## config.mk

```make
export PLATFORM = sky130hd
export DESIGN_NAME = change_dispenser
export DESIGN_NICKNAME = d
export VERILOG_FILES = /design/src/rtl/vm_pkg.sv /design/src/rtl/coin_select.sv /design/src/rtl/change_dispenser.sv
export SDC_FILE = /design/constraint.sdc
export NUM_CORES = 1
export LEC_CHECK = 0
export ABC_AREA = 0
export ABC_CLOCK_PERIOD_IN_PS = 1900
export BUFFER_PORTS_ARGS = -buffer_cell sky130_fd_sc_hd__buf_2
export CELL_PAD_IN_SITES_DETAIL_PLACEMENT = 2
export CELL_PAD_IN_SITES_GLOBAL_PLACEMENT = 2
export CORE_MARGIN = 2
export CORE_UTILIZATION = 30
export CTS_BUF_LIST = sky130_fd_sc_hd__clkbuf_8
export DETAILED_ROUTE_END_ITERATION = 6
export PLACE_DENSITY = 0.71
export RECOVER_POWER = 25
export SYNTH_ARGS = -nofsm -noshare
export SYNTH_HDL_FRONTEND = slang
export SYNTH_SLANG_ARGS = --single-unit
```

## constraint.sdc

```tcl
create_clock -name clk -period 1.9 [get_ports clk]
set_clock_uncertainty 0.15 [all_clocks]
set_input_delay 0.19 -clock clk [delete_from_list [all_inputs] [get_ports clk]]
set_output_delay 0.19 -clock clk [all_outputs]
set_load 0.02 [all_outputs]
```

## src/rtl/vm_pkg.sv

```systemverilog
// Shared vending-machine definitions: coin encodings, coin values,
// dispenser FSM states and the default stock level.
package vm_pkg;

  localparam logic [3:0] COIN_NONE = 4'b0000;
  localparam logic [3:0] COIN_1    = 4'b0001;
  localparam logic [3:0] COIN_2    = 4'b0010;
  localparam logic [3:0] COIN_5    = 4'b0100;
  localparam logic [3:0] COIN_10   = 4'b1000;

  localparam logic [3:0] COIN_VAL_1  = 4'd1;
  localparam logic [3:0] COIN_VAL_2  = 4'd2;
  localparam logic [3:0] COIN_VAL_5  = 4'd5;
  localparam logic [3:0] COIN_VAL_10 = 4'd10;

  localparam int STOCK_INIT_DEFAULT = 5;

  typedef enum logic [2:0] {
    ST_IDLE,
    ST_SELECT,
    ST_DROP,
    ST_WAIT_ACK,
    ST_FINISH
  } vm_state_e;

  // Value in units of a one-hot coin code; anything not one-hot is worth 0.
  function automatic logic [3:0] coin_value(input logic [3:0] onehot);
    logic [3:0] val;
    case (onehot)
      COIN_1:  val = COIN_VAL_1;
      COIN_2:  val = COIN_VAL_2;
      COIN_5:  val = COIN_VAL_5;
      COIN_10: val = COIN_VAL_10;
      default: val = 4'd0;
    endcase
    return val;
  endfunction

endpackage

```

## src/rtl/coin_select.sv

```systemverilog
// Greedy coin picker: largest coin that fits the remaining amount and is
// still in stock. No backtracking, so some amounts end up short.
module coin_select
  import vm_pkg::*;
(
  input  logic [3:0] remaining_i,
  input  logic [3:0] stock_empty_i,
  output logic [3:0] sel_o,
  output logic       none_o
);

  // Priority from the 10 down to the 1; remaining 0 naturally selects nothing.
  always_comb begin
    sel_o  = COIN_NONE;
    none_o = 1'b0;
    if (!stock_empty_i[3] && (remaining_i >= COIN_VAL_10)) begin
      sel_o = COIN_10;
    end else if (!stock_empty_i[2] && (remaining_i >= COIN_VAL_5)) begin
      sel_o = COIN_5;
    end else if (!stock_empty_i[1] && (remaining_i >= COIN_VAL_2)) begin
      sel_o = COIN_2;
    end else if (!stock_empty_i[0] && (remaining_i >= COIN_VAL_1)) begin
      sel_o = COIN_1;
    end else begin
      none_o = 1'b1;
    end
  end

endmodule

```

## src/rtl/change_dispenser.sv

```systemverilog
// Change dispenser: pays out a requested amount one coin at a time using
// greedy selection, waits for the hopper to confirm each drop, tracks
// per-denomination stock and flags jams and short payouts.
module change_dispenser
  import vm_pkg::*;
#(
  parameter int STOCK_INIT   = STOCK_INIT_DEFAULT,
  parameter int PULSE_CYCLES = 2,
  parameter int ACK_TIMEOUT  = 15
) (
  input  logic       clk,
  input  logic       reset,
  input  logic       req_valid,
  input  logic [3:0] req_amount,
  output logic       req_ready,
  input  logic       refill,
  input  logic       hopper_ack,
  output logic [3:0] coin_out,
  output logic       busy,
  output logic       done,
  output logic [3:0] short_amount,
  output logic       short_led,
  output logic [3:0] stock_empty,
  output logic       jam
);

  localparam logic [2:0] STOCK_RST  = 3'(STOCK_INIT);
  localparam logic [3:0] PULSE_LAST = 4'(PULSE_CYCLES - 1);
  localparam logic [7:0] WAIT_LAST  = 8'(ACK_TIMEOUT - 1);

  vm_state_e  state_q, state_d;
  logic [3:0] remaining_q, remaining_d;
  logic [3:0] sel_q, sel_d;
  logic [3:0] pulse_q, pulse_d;
  logic [7:0] wait_q, wait_d;
  logic [2:0] stock_q [4];
  logic [2:0] stock_d [4];
  logic       jam_q, jam_d;
  logic [3:0] short_q, short_d;
  logic       short_led_q, short_led_d;

  logic       accept;
  logic       ack_take;
  logic       timeout;
  logic [3:0] empty_w;
  logic [3:0] pick_sel;
  logic       pick_none;

  // Handshake and WAIT_ACK event decode; an ack beats a simultaneous timeout.
  always_comb begin
    accept   = (state_q == ST_IDLE) && req_valid;
    ack_take = (state_q == ST_WAIT_ACK) && hopper_ack;
    timeout  = (state_q == ST_WAIT_ACK) && !hopper_ack && (wait_q == WAIT_LAST);
    for (int i = 0; i < 4; i++) begin
      empty_w[i] = (stock_q[i] == 3'd0);
    end
  end

  coin_select u_coin_select (
    .remaining_i  (remaining_q),
    .stock_empty_i(empty_w),
    .sel_o        (pick_sel),
    .none_o       (pick_none)
  );

  // State register; reset aborts any request in flight.
  always_ff @(posedge clk) begin
    if (!reset) begin
      state_q <= ST_IDLE;
    end else begin
      state_q <= state_d;
    end
  end

  // Next-state logic.
  always_comb begin
    state_d = state_q;
    case (state_q)
      ST_IDLE:     if (accept) state_d = ST_SELECT;
      ST_SELECT:   state_d = pick_none ? ST_FINISH : ST_DROP;
      ST_DROP:     if (pulse_q == PULSE_LAST) state_d = ST_WAIT_ACK;
      ST_WAIT_ACK: if (ack_take || timeout) state_d = ST_SELECT;
      ST_FINISH:   state_d = ST_IDLE;
      default:     state_d = ST_IDLE;
    endcase
  end

  // Datapath next values. The short result is captured when SELECT gives up,
  // so it is already valid during the FINISH cycle that raises done.
  always_comb begin
    remaining_d = remaining_q;
    sel_d       = sel_q;
    pulse_d     = pulse_q;
    wait_d      = wait_q;
    stock_d     = stock_q;
    jam_d       = jam_q;
    short_d     = short_q;
    short_led_d = short_led_q;
    case (state_q)
      ST_IDLE: begin
        if (refill) begin
          for (int i = 0; i < 4; i++) stock_d[i] = STOCK_RST;
          jam_d = 1'b0;
        end
        if (accept) begin
          remaining_d = req_amount;
          short_d     = 4'd0;
          short_led_d = 1'b0;
        end
      end
      ST_SELECT: begin
        sel_d   = pick_sel;
        pulse_d = 4'd0;
        if (pick_none) begin
          short_d     = remaining_q;
          short_led_d = (remaining_q != 4'd0);
        end
      end
      ST_DROP: begin
        pulse_d = pulse_q + 4'd1;
        wait_d  = 8'd0;
      end
      ST_WAIT_ACK: begin
        wait_d = wait_q + 8'd1;
        if (ack_take) begin
          remaining_d = remaining_q - coin_value(sel_q);
          for (int i = 0; i < 4; i++) begin
            if (sel_q[i] && (stock_q[i] != 3'd0)) stock_d[i] = stock_q[i] - 3'd1;
          end
        end else if (timeout) begin
          for (int i = 0; i < 4; i++) begin
            if (sel_q[i]) stock_d[i] = 3'd0;
          end
          jam_d = 1'b1;
        end
      end
      default: begin
      end
    endcase
  end

  // Datapath registers.
  always_ff @(posedge clk) begin
    if (!reset) begin
      remaining_q <= 4'd0;
      sel_q       <= COIN_NONE;
      pulse_q     <= 4'd0;
      wait_q      <= 8'd0;
      for (int i = 0; i < 4; i++) stock_q[i] <= STOCK_RST;
      jam_q       <= 1'b0;
      short_q     <= 4'd0;
      short_led_q <= 1'b0;
    end else begin
      remaining_q <= remaining_d;
      sel_q       <= sel_d;
      pulse_q     <= pulse_d;
      wait_q      <= wait_d;
      stock_q     <= stock_d;
      jam_q       <= jam_d;
      short_q     <= short_d;
      short_led_q <= short_led_d;
    end
  end

  // Outputs decoded from state and registers.
  always_comb begin
    req_ready    = (state_q == ST_IDLE) && reset;
    busy         = (state_q != ST_IDLE);
    done         = (state_q == ST_FINISH);
    coin_out     = (state_q == ST_DROP) ? sel_q : COIN_NONE;
    short_amount = short_q;
    short_led    = short_led_q;
    stock_empty  = empty_w;
    jam          = jam_q;
  end

endmodule

```

==> results.md, run 1 <==
- Post-route setup slack: -163 ps
- Status: finished with violations
- Post-Synth Adder-Cell Area: 8.73%
- Die ar.: ~8700 um2
- Die Span Y: between 90 and 100 um
- Cell area power density: around 610 nW/um2
- Core Area: just under 8000 um2
- Vias in the first global route: slightly below 3000
- CP Class: reg -> reg
- H-Tree Depth: 2
- CP Cell Sequence: xnor2_1 -> or3_4 -> fa_2 -> xnor2_2 -> o21ai_1 -> mux2i_1 -> nor2_1
- CP bufs+invs: 0
- Top FF cell, synth: dfxtp_1
- Post-Synth XOR/XNOR Area: 2.94%
- First-pass GRT wire length: 16000 um
- Via/cell ratio: around 5.5
- Simple-gate share of the synthesized area: between 20% and 30%
- Beginning of the critical path: sel_q[1]
- Tot GR Track Use: 24.3%
- Mapped Nets: 320
- Grt ovf: 0
- WL per Instance: between 20 and 25 um
- Worst EP required: between 1500 and 2000 ps
- Total cell area at the placement stage: slightly above 3000 um2
- RSZ-0062 raised after global routing: yes
- Routed Antenna Nets: 0
- Post-synth EDFFs: 0
- Compound-Gate Fraction of Synth Area: ~22%
- Failing checks: setup timing
- # diodes: 0
- Vias: around 2700
- Slew headroom: between 60% and 70%
- CP top delay family: simple AND/OR/NAND/NOR gates
- Initial core utilization: 31.0%
- Hold Crit Depth: 3
- Input/output buffers: 25
- Distinct cells, synth: between 40 and 50
- Hold Crit Class: in -> reg
- TritonCTS buffer count: 5
- Largest family of logic cells by synthesized area: simple AND/OR/NAND/NOR gates
- Max Transition Viols Final: 0
- Crit. End Element: flip-flop
- Nets: between 400 and 500
- Worst Path Max Fanout: 3
- Synth Cell Area: approximately 2400 um2
- DRC: 0
- Maximum capacitance violations: 0
- Yosys reg bits: slightly above 40
- YS warnings: 0
- Worst-Margin Slew: 593 ps
- Mux share of post-synthesis cell area: approximately 2.1%
- FP Rows: 32
- CTS tree: built
- Clock Path Buffers: 2
- Register area share after synthesis: around a third
- DRT iter0 DRCs: around 140
- DR pass1 iterations: 4
- Final Cycle Share: 109%
- FMAX: 0.485 GHz
- Gpl congestion: between 0.7 and 0.8
- VDD IR max: 0.268 mV
- Post-Route WL: 12100 um
- Hold_sp: req_amount[1]
- Final min period: 2060 ps
- Mapped Avg Cell Area: 8.07 um2
- Leakage: around 0.0015 uW
- CTS Sinks: between 40 and 50
- RR Startpoint: sel_q[1]
- Die W: approximately 93 um
- Critical-path top delay cell: fa_2
- Clk Latency, worst-skew pair: ~300 ps
- Final count of hold timing violations: 0
- Largest net degree at the start of global routing: 17
- Worst-path clk slew: 90 ps
- Async SR Flop Fraction: 0%
- Place WS: -134 ps
- Share of layout cells above drive strength 1: 48.5%
- Arr. time, crit path: 2140 ps
- Cell at the root of the clock tree: clkbuf_8
- CP peak stage delay: between 400 and 500 ps
- R2R cell count: 7
- Syn-to-layout area delta: 54.8%
- CP Launch Type: flip-flop
- Synthesized instance count: about 300
- HPWL Detailed: roughly 6700 um
- I/O pin count: 26
- Final instance area: roughly 3700 um2
- Initial antenna violation count: 0
- Stages on worst setup path: 7
- # setup viols final: 11
[cells by family after synthesis]
logic type	Yosys count
mux	5
xor+xnor	8
simple gates	110
fa+ha+maj	16
flops	41
compound gates	77
buf+inv	38
[area by class of cell]
type / instances / area [um2]
Timing Repair Buffer: 105 / 783
Tap cell: 102 / 128
Sequential cell: 41 / 845
Fill cell: 845 / 4000
Clock buffer: 5 / 68.8
Multi-Input combinational cell: 216 / 1760
Inverter: 22 / 86.3
Clock inverter: 3 / 13.8
[metrics by stage]
step / utilization, % / total power (uW) / instances / hold WS, ps / setup TNS (ps)
floorplan: - / 1210 / 295 / 193 / -17.0
global route: 47.9 / 2350 / 494 / 67.5 / -2620
CTS: 44.3 / 2090 / 483 / 14.7 / -503
detailed placement: 39.7 / 1440 / 464 / 294 / -1390
finish: 47.9 / 2250 / 494 / 75.9 / -887
global placement: 39.7 / 1420 / 464 / 286 / -258
[what timing repair did]
| item | in CTS | in global routing |
|---|---|---|
| buffers inserted | 10 | 11 |
| cloned | 0 | 1 |
| hold buffers | 1 | 0 |
| endpoints found under the setup margin | 21 | 31 |
| endpoints found under the hold margin | 1 | 0 |
| gates resized for setup | 47 | 49 |
| pin swaps | 17 | 22 |
[sequential cells by signal, summed over array words and instances (netlist names)]
name          count
stock_q          12
wait_q            8
pulse_q           4
remaining_q       4
sel_q             4
short_amount      4
state_q           3
jam               1
short_led         1
[cell usage after synthesis, types with 4 or more instances]
| library cell | instances | share of area (%) |
|---|---|---|
| or2_2 | 4 | 1.1 |
| a211oi_1 | 5 | 1.6 |
| o21ai_0 | 17 | 3.6 |
| ha_1 | 15 | 7.9 |
| a41oi_1 | 4 | 1.5 |
| xor2_1 | 4 | 1.5 |
| nor2_1 | 29 | 4.6 |
| nand3_1 | 10 | 2.1 |
| clkbuf_1 | 11 | 1.7 |
| a31oi_1 | 4 | 1.1 |
| a32o_1 | 4 | 1.7 |
| o211a_1 | 4 | 1.7 |
| inv_1 | 22 | 3.5 |
| mux2i_1 | 5 | 2.1 |
| nor3_1 | 11 | 2.3 |
| dfxtp_1 | 41 | 34 |
| xnor2_1 | 4 | 1.5 |
| a21oi_1 | 21 | 4.4 |
| nand2_1 | 26 | 4.1 |
[placed cells by master (no fill, tap or decap), drive strengths merged, types with 4 or more instances in the layout]
cell type  instances
nand3             10
a21oi             23
a211oi             5
o21ai             17
mux2i              5
or2                5
xor2               4
o211a              4
inv               22
clkbuf            14
dfxtp             41
a32o               4
buf               95
ha                15
nand2             26
a41oi              4
xnor2              4
nor3              11
nor2              29
a31oi              4
[where the power goes]
group	leakage [uW]	internal [uW]	total, uW	switching [uW]
combinational	0.00116	329	725	396
sequential	0.000336	884	925	41.6
clock	0.0000491	251	595	345
[routing by layer]
metal	vias up	GRT usage [%]	wire (um)
met5	-	0	0
li1	1247	-	-
met3	17	3.63	475
met1	1385	31.2	5070
met2	58	42.7	6430
met4	0	5.88	152
[final timing paths]
path,to,slack (ps)
setup / recovery,remaining_q[2],-160
hold reg to reg,stock_q[7],320
setup reg to reg,remaining_q[2],-160
hold / removal,remaining_q[1],80
[worst reg2reg max path: cells and delay by family, from the launching register on]
kind                     cells  cell delay, ps
AND/OR/NAND/NOR              2             500
multiplexers                 1              90
XOR/XNOR                     2             300
flip-flops                   1             370
adder cells (fa/ha/maj)      1             410
AO/OA/AOI/OAI                1             170
(Power assumes the default switching activity.)
==> inputs of run 2 (changes only) <==
CORE_UTILIZATION = 32   (was 30)
PLACE_DENSITY = 0.75   (was 0.71)
==> run 2 against run 1 <==
The flow still finishes with violations (setup timing). Hold slack worse by 63 ps. Cell count rose by 0.81%. Clock power up 19%. First-iteration DRC count increased by 14%. Count of clock-buffer cells in the layout grew 2. Sequential cell count unchanged. Maximum frequency down 9.9%. Critical endpoint unchanged. Largest cell class unchanged. Highest routed layer unchanged.
==> results.md, run 2 (synthesized netlist as in run 1, its figures left out) <==
- Status: finished with violations
- Failing checks: setup timing
- VDD IR max: 0.259 mV (-3.3%)
- Core Area: 7210 um2 (-6.2%)
- H-Tree Depth: 2 (unchanged)
- Critical-path top delay cell: fa_2
- CP Class: reg -> reg
- Slew headroom: 56.5% (-3.9 points)
- # setup viols final: 26 (+15)
- Share of layout cells above drive strength 1: 51.4% (+2.9 points)
- Input/output buffers: 25 (unchanged)
- Gpl congestion: 0.848 (+6.3%)
- Clock Path Buffers: 2 (unchanged)
- CP peak stage delay: 390 ps (-20 ps)
- Die Span Y: 90.2 um (-3.0%)
- FP Rows: 31 (-3.1%)
- DR pass1 iterations: 4 (unchanged)
- Clk Latency, worst-skew pair: 330 ps (+30 ps)
- Grt ovf: 0 (unchanged)
- Max reg flops: 12 (unchanged)
- Worst EP required: 1980 ps (about the same)
- Die W: 90.2 um (-3.0%)
- Reg with most FFs: stock_q
- CP Cell Sequence: xnor2_2 -> nor3_2 -> ha_2 -> inv_2 -> fa_2 -> xnor2_2 -> o21ai_1 -> mux2i_1 -> nor2_1
- Post-route setup slack: -391 ps (-228 ps)
- Final count of hold timing violations: 0 (unchanged)
- Most common cell after layout, fill and taps aside: buf_4
- Largest net degree at the start of global routing: 16 (-1)
- FMAX: 0.437 GHz (-9.9%)
- Maximum capacitance violations: 0 (unchanged)
- CP bufs+invs: 1 (+1)
- Final Cycle Share: 121% (+12 points)
- First-pass GRT wire length: 18800 um (+17%)
- Commonest cells after routing, fill and taps aside: buf_4 (80), nor2_1 (24), dfxtp_1 (23)
- Die ar.: 8140 um2 (-6.0%)
- TritonCTS buffer count: 5 (unchanged)
- Cell at the root of the clock tree: clkbuf_8
- CP most frequent cell: xnor2_2
- Tot GR Track Use: 29.8% (+5.5 points)
- # diodes: 0 (unchanged)
- CP Launch Type: flip-flop
- Post-Route WL: 15300 um (+26%)
- Vias: 2902 (+7.2%)
- Worst-path clk slew: 100 ps (about the same)
- Via/cell ratio: 5.83 (+6.3%)
- Final std cells w/o fill: 498 (+0.81%)
- Dpl cells: 468 (+0.86%)
- Cell area power density: 651 nW/um2 (+6.7%)
- Worst Path Max Fanout: 3 (unchanged)
- RSZ-0062 raised after global routing: yes
- Routed Antenna Nets: 0 (unchanged)
- Regs by FF count: stock_q (12), wait_q (8)
- Syn-to-layout area delta: 61.2%
- Vias in the first global route: 3181 (+10%)
- CP top delay family: adder cells
- Leakage: 0.00161 uW (+4.5%)
- CTS tree: built
- Crit. End Element: flip-flop
- Worst-Margin Slew: 652 ps (+58.1 ps)
- Arr. time, crit path: 2370 ps (+230 ps)
- Final hold slack: 13.3 ps (-62.7 ps)
- CTS Sinks: 41 (unchanged)
- Initial antenna violation count: 0 (unchanged)
- WL per Instance: 30.6 um (+25%)
- I/O pin count: 26 (unchanged)
- Nets: 423 (+1.7%)
- Final min period: 2290 ps (+228 ps)
- Max Transition Viols Final: 0 (unchanged)
- DRC: 0 (unchanged)
- Hold Crit Class: in -> reg
- HPWL Detailed: 7020 um (+4.5%)
- Initial core utilization: 33.0% (+2.0 points)
- DRT iter0 DRCs: 164 (+14%)
[run 2: changes by cell type in the layout (fill, tap and decap cells not counted), sizes merged]
cell    delta
buf        +8
inv        -1
clkbuf     +1
clkinv     -1
[run 2: power by group]
part / leakage [uW] / total [uW] / switching, uW / internal (uW)
registers: 0.000337 / 935 / 49.1 / 886
clock network: 0.0000542 / 708 / 378 / 330
logic: 0.00122 / 853 / 477 / 376
[run 2: layer usage]
layer	global-route usage [%]	wire length (um)
met3	4.86	702
met2	53.9	7780
met4	11.3	747
met5	0	0
met1	35.2	6030
[run 2: worst reg2reg max path: cells and delay by family, from the launching register on]
| family | cells | cell delay [ps] |
|---|---|---|
| mux | 1 | 110 |
| simple gates | 2 | 390 |
| xor+xnor | 2 | 320 |
| buf+inv | 1 | 60 |
| compound gates | 1 | 190 |
| fa+ha+maj | 2 | 610 |
| flops | 1 | 380 |
[run 2: path summary, 6_finish.rpt]
kind	start	to	slack, ps	cells after the start
min	req_amount[1]	remaining_q[1]	10	3
max	sel_q[0]	remaining_q[2]	-390	9
min reg2reg	stock_q[10]	stock_q[10]	340	2
max reg2reg	sel_q[0]	remaining_q[2]	-390	9
[run 2: timing repair]
item                       CTS  global route
resized for setup           56            59
cloned                       0             1
buffers inserted             7            13
setup endpoints to repair   26            34
pin swaps                   17            27
hold buffers                 1             0
hold endpoints to repair     1             0
[run 2: through the flow]
step	setup TNS, ps	util [%]	setup WS, ps	total power [uW]	cell area (um2)
detailed placement	-2330	43.0	-182	1470	3100
global route	-3960	53.2	-380	2560	3840
CTS	-462	48.0	-109	2210	3460
floorplan	-17.0	-	-9.46	1210	2430
finish	-3090	53.2	-391	2500	3840
global placement	-928	43.0	-111	1440	3100
[run 2: layout make-up]
class                           count  area, um2
Clock buffer                        7       96.3
Tap cell                           99        124
Timing Repair Buffer              112        835
Sequential cell                    41        848
Multi-Input combinational cell    216       1840
Inverter                           22       86.3
Fill cell                         769       3380
Clock inverter                      1       5.00
==> inputs of run 3 (changes only) <==
BUFFER_PORTS_ARGS = -buffer_cell sky130_fd_sc_hd__clkbuf_2   (was -buffer_cell sky130_fd_sc_hd__buf_2)
==> run 3 against run 2 <==
The run still ends with setup timing left. Critical path type unchanged. Count of clock-buffer cells in the layout down 2. Setup slack better by 140 ps. Clock power down 15%. Critical path depth down 1. Final area down 5.8%. Power down 11%. Register-to-register slack better by 140 ps. Non-clock buffer count down 8. Hold slack better by 20 ps. Maximum frequency up 6.5%.
==> results.md, run 3 (synthesized netlist as in run 1, its figures left out) <==
- Dpl cells: 470 (+0.43%)
- R2R cell count: 8 (-1)
- Hold_sp: req_amount[1]
- Share of layout cells above drive strength 1: 47.8% (-3.6 points)
- Worst R2R End: stock_q[8]
- Worst reg-to-reg setup slack: -250 ps (+140 ps)
- Die ar.: 8140 um2 (unchanged)
- Most common cell after layout, fill and taps aside: buf_4
- Total cell area at the placement stage: 3120 um2 (+0.48%)
- DRT iter0 DRCs: 134 (-18%)
- Initial antenna violation count: 0 (unchanged)
- Switch Pwr: 778 uW (-14%)
- CTS Sinks: 41 (unchanged)
- # setup viols final: 20 (-23%)
- Cell area power density: 616 nW/um2 (-5.3%)
- H-Tree Depth: 2 (unchanged)
- Worst-path clk slew: 90 ps (about the same)
- I/O pin count: 26 (unchanged)
- Post-route setup slack: -250 ps (+141 ps)
- Die W: 90.2 um (unchanged)
- Vias in the first global route: 2996 (-5.8%)
- Final count of hold timing violations: 0 (unchanged)
- WL per Instance: 25.2 um (-18%)
- Cell at the root of the clock tree: clkbuf_8
- Reg with most FFs: stock_q
- Maximum capacitance violations: 0 (unchanged)
- Final instance area: 3610 um2 (-5.8%)
- Crit. End Element: flip-flop
- Total power: 2230 uW (-11%)
- Reg power frac: 41.6% (+4.1 points)
- Final min period: 2150 ps (-141 ps)
- Final core utilization: 50.1% (-3.1 points)
- Clock Path Buffers: 2 (unchanged)
- Switching share of power: 35.0% (-1.3 points)
- Internal Power: 1450 uW (-9.1%)
- HPWL Detailed: 7340 um (+4.6%)
- TritonCTS buffer count: 5 (unchanged)
- FP Rows: 31 (unchanged)
- RSZ-0062 raised after global routing: yes
- Max Transition Viols Final: 0 (unchanged)
- Leakage: 0.00152 uW (-5.4%)
- Vias: 2760 (-4.9%)
- Final hold slack: 33.3 ps (+20.0 ps)
- FMAX: 0.465 GHz (+6.5%)
- Tot GR Track Use: 25.6% (-4.1 points)
- DRC: 0 (unchanged)
- Clock power frac: 27.1% (-1.3 points)
- Die Span Y: 90.2 um (unchanged)
- Via/cell ratio: 5.63 (-3.3%)
- Core Area: 7210 um2 (unchanged)
- Max reg flops: 12 (unchanged)
- Routed Antenna Nets: 0 (unchanged)
- RR Startpoint: state_q[0]
- Initial core utilization: 33.0% (unchanged)
- DR pass1 iterations: 4 (unchanged)
- Post-Route WL: 12400 um (-19%)
- Hold endpoint: remaining_q[1]
- Syn-to-layout area delta: 51.8%
- Largest net degree at the start of global routing: 15 (-1)
- Input/output buffers: 25 (unchanged)
- Commonest cells after routing, fill and taps aside: buf_4 (74), dfxtp_1 (26), nor2_1 (24)
- CTS tree: built
- Worst-Margin Slew: 625 ps (-26.7 ps)
- Hold Crit Class: in -> reg
- Worst EP required: 1920 ps (-60 ps)
- Nets: 415 (-1.9%)
- # diodes: 0 (unchanged)
- Worst Path Max Fanout: 10 (+7)
- Status: finished with violations
- First-pass GRT wire length: 16500 um (-12%)
- Regs by FF count: stock_q (12), wait_q (8)
- Combinational share of power: 31.4% (-2.8 points)
- Grt ovf: 0 (unchanged)
- Clk Latency, worst-skew pair: 310 ps (-20 ps)
- VDD IR max: 0.413 mV (+59%)
- CP Class: reg -> reg
- Final Cycle Share: 113% (-7.4 points)
- Gpl congestion: 0.800 (-5.7%)
- Failing checks: setup timing
- Hold Crit Depth: 3 (unchanged)
- Arr. time, crit path: 2170 ps (-200 ps)
- CP Launch Type: flip-flop
- Slew headroom: 58.2% (+1.6 points)
- Final std cells w/o fill: 490 (-1.6%)
## run 3: cell types whose count changed in the layout (fill, tap and decap cells not counted), moves of 3 or more
cell	change
clkbuf_2	+15
dfxtp_2	-4
buf_4	-6
buf_2	-16
dfxtp_1	+3
nor3_4	-3
## run 3: what timing repair did
item / 4_1_cts / 5_1_grt
cloned: 0 / 1
hold buffers: 0 / 0
endpoints found under the hold margin: 0 / 0
resized for setup: 45 / 45
buffers inserted: 6 / 5
setup endpoints to repair: 22 / 27
pin swaps: 11 / 19
## run 3: how the worst max path moves through the flow
| stage | startpoint | endpoint | slack (ps) | cells after the start |
|---|---|---|---|---|
| 6_report | state_q[0] | stock_q[8] | -250 | 8 |
| 5_1_grt | sel_q[0] | remaining_q[2] | -340 | 9 |
| 4_1_cts | sel_q[2] | remaining_q[2] | -180 | 9 |
| 3_5_place_dp | sel_q[1] | remaining_q[2] | -250 | 7 |
| 3_3_place_gp | sel_q[1] | remaining_q[3] | -90 | 7 |
| 2_1_floorplan | sel_q[0] | remaining_q[2] | -9 | 10 |
## run 3: critical path, stage by stage, from the launching register on
cell and delay [ps]:
dfxtp_1 370, buf_4 200, buf_4 180, nand2_1 120, a21oi_4 170, o31a_1 340
buf_12 180, o211a_1 160, o221ai_1 130
## run 3: cell type report
| class | count | area [um2] |
|---|---|---|
| well taps | 99 | 124 |
| clock buffers | 5 | 68.8 |
| clock inverters | 3 | 17.5 |
| fillers | 807 | 3600 |
| multi-input cells | 216 | 1720 |
| repair buffers | 104 | 756 |
| flip-flops and latches | 41 | 847 |
| inverters | 22 | 85.1 |
## run 3: through the flow
step,setup WS [ps],setup TNS (ps)
after floorplan,-9.46,-17.0
after global placement,-90.2,-440
after detailed placement,-246,-1930
after CTS,-185,-461
after global routing,-345,-4350
final,-250,-2510
## run 3: power groups by stage
stage	clock [uW]	combinational [uW]	sequential [uW]
floorplan	0	282	926
global placement	0	505	931
detailed placement	0	537	933
CTS	616	584	918
global route	647	735	928
finish	602	698	925
## run 3: per-layer routing
metal | track usage, % | share of wire [%]
met4 | 7.69 | 3.4
met1 | 30.8 | 42
met5 | 0 | 0
met2 | 46.5 | 51
met3 | 4.44 | 3.8
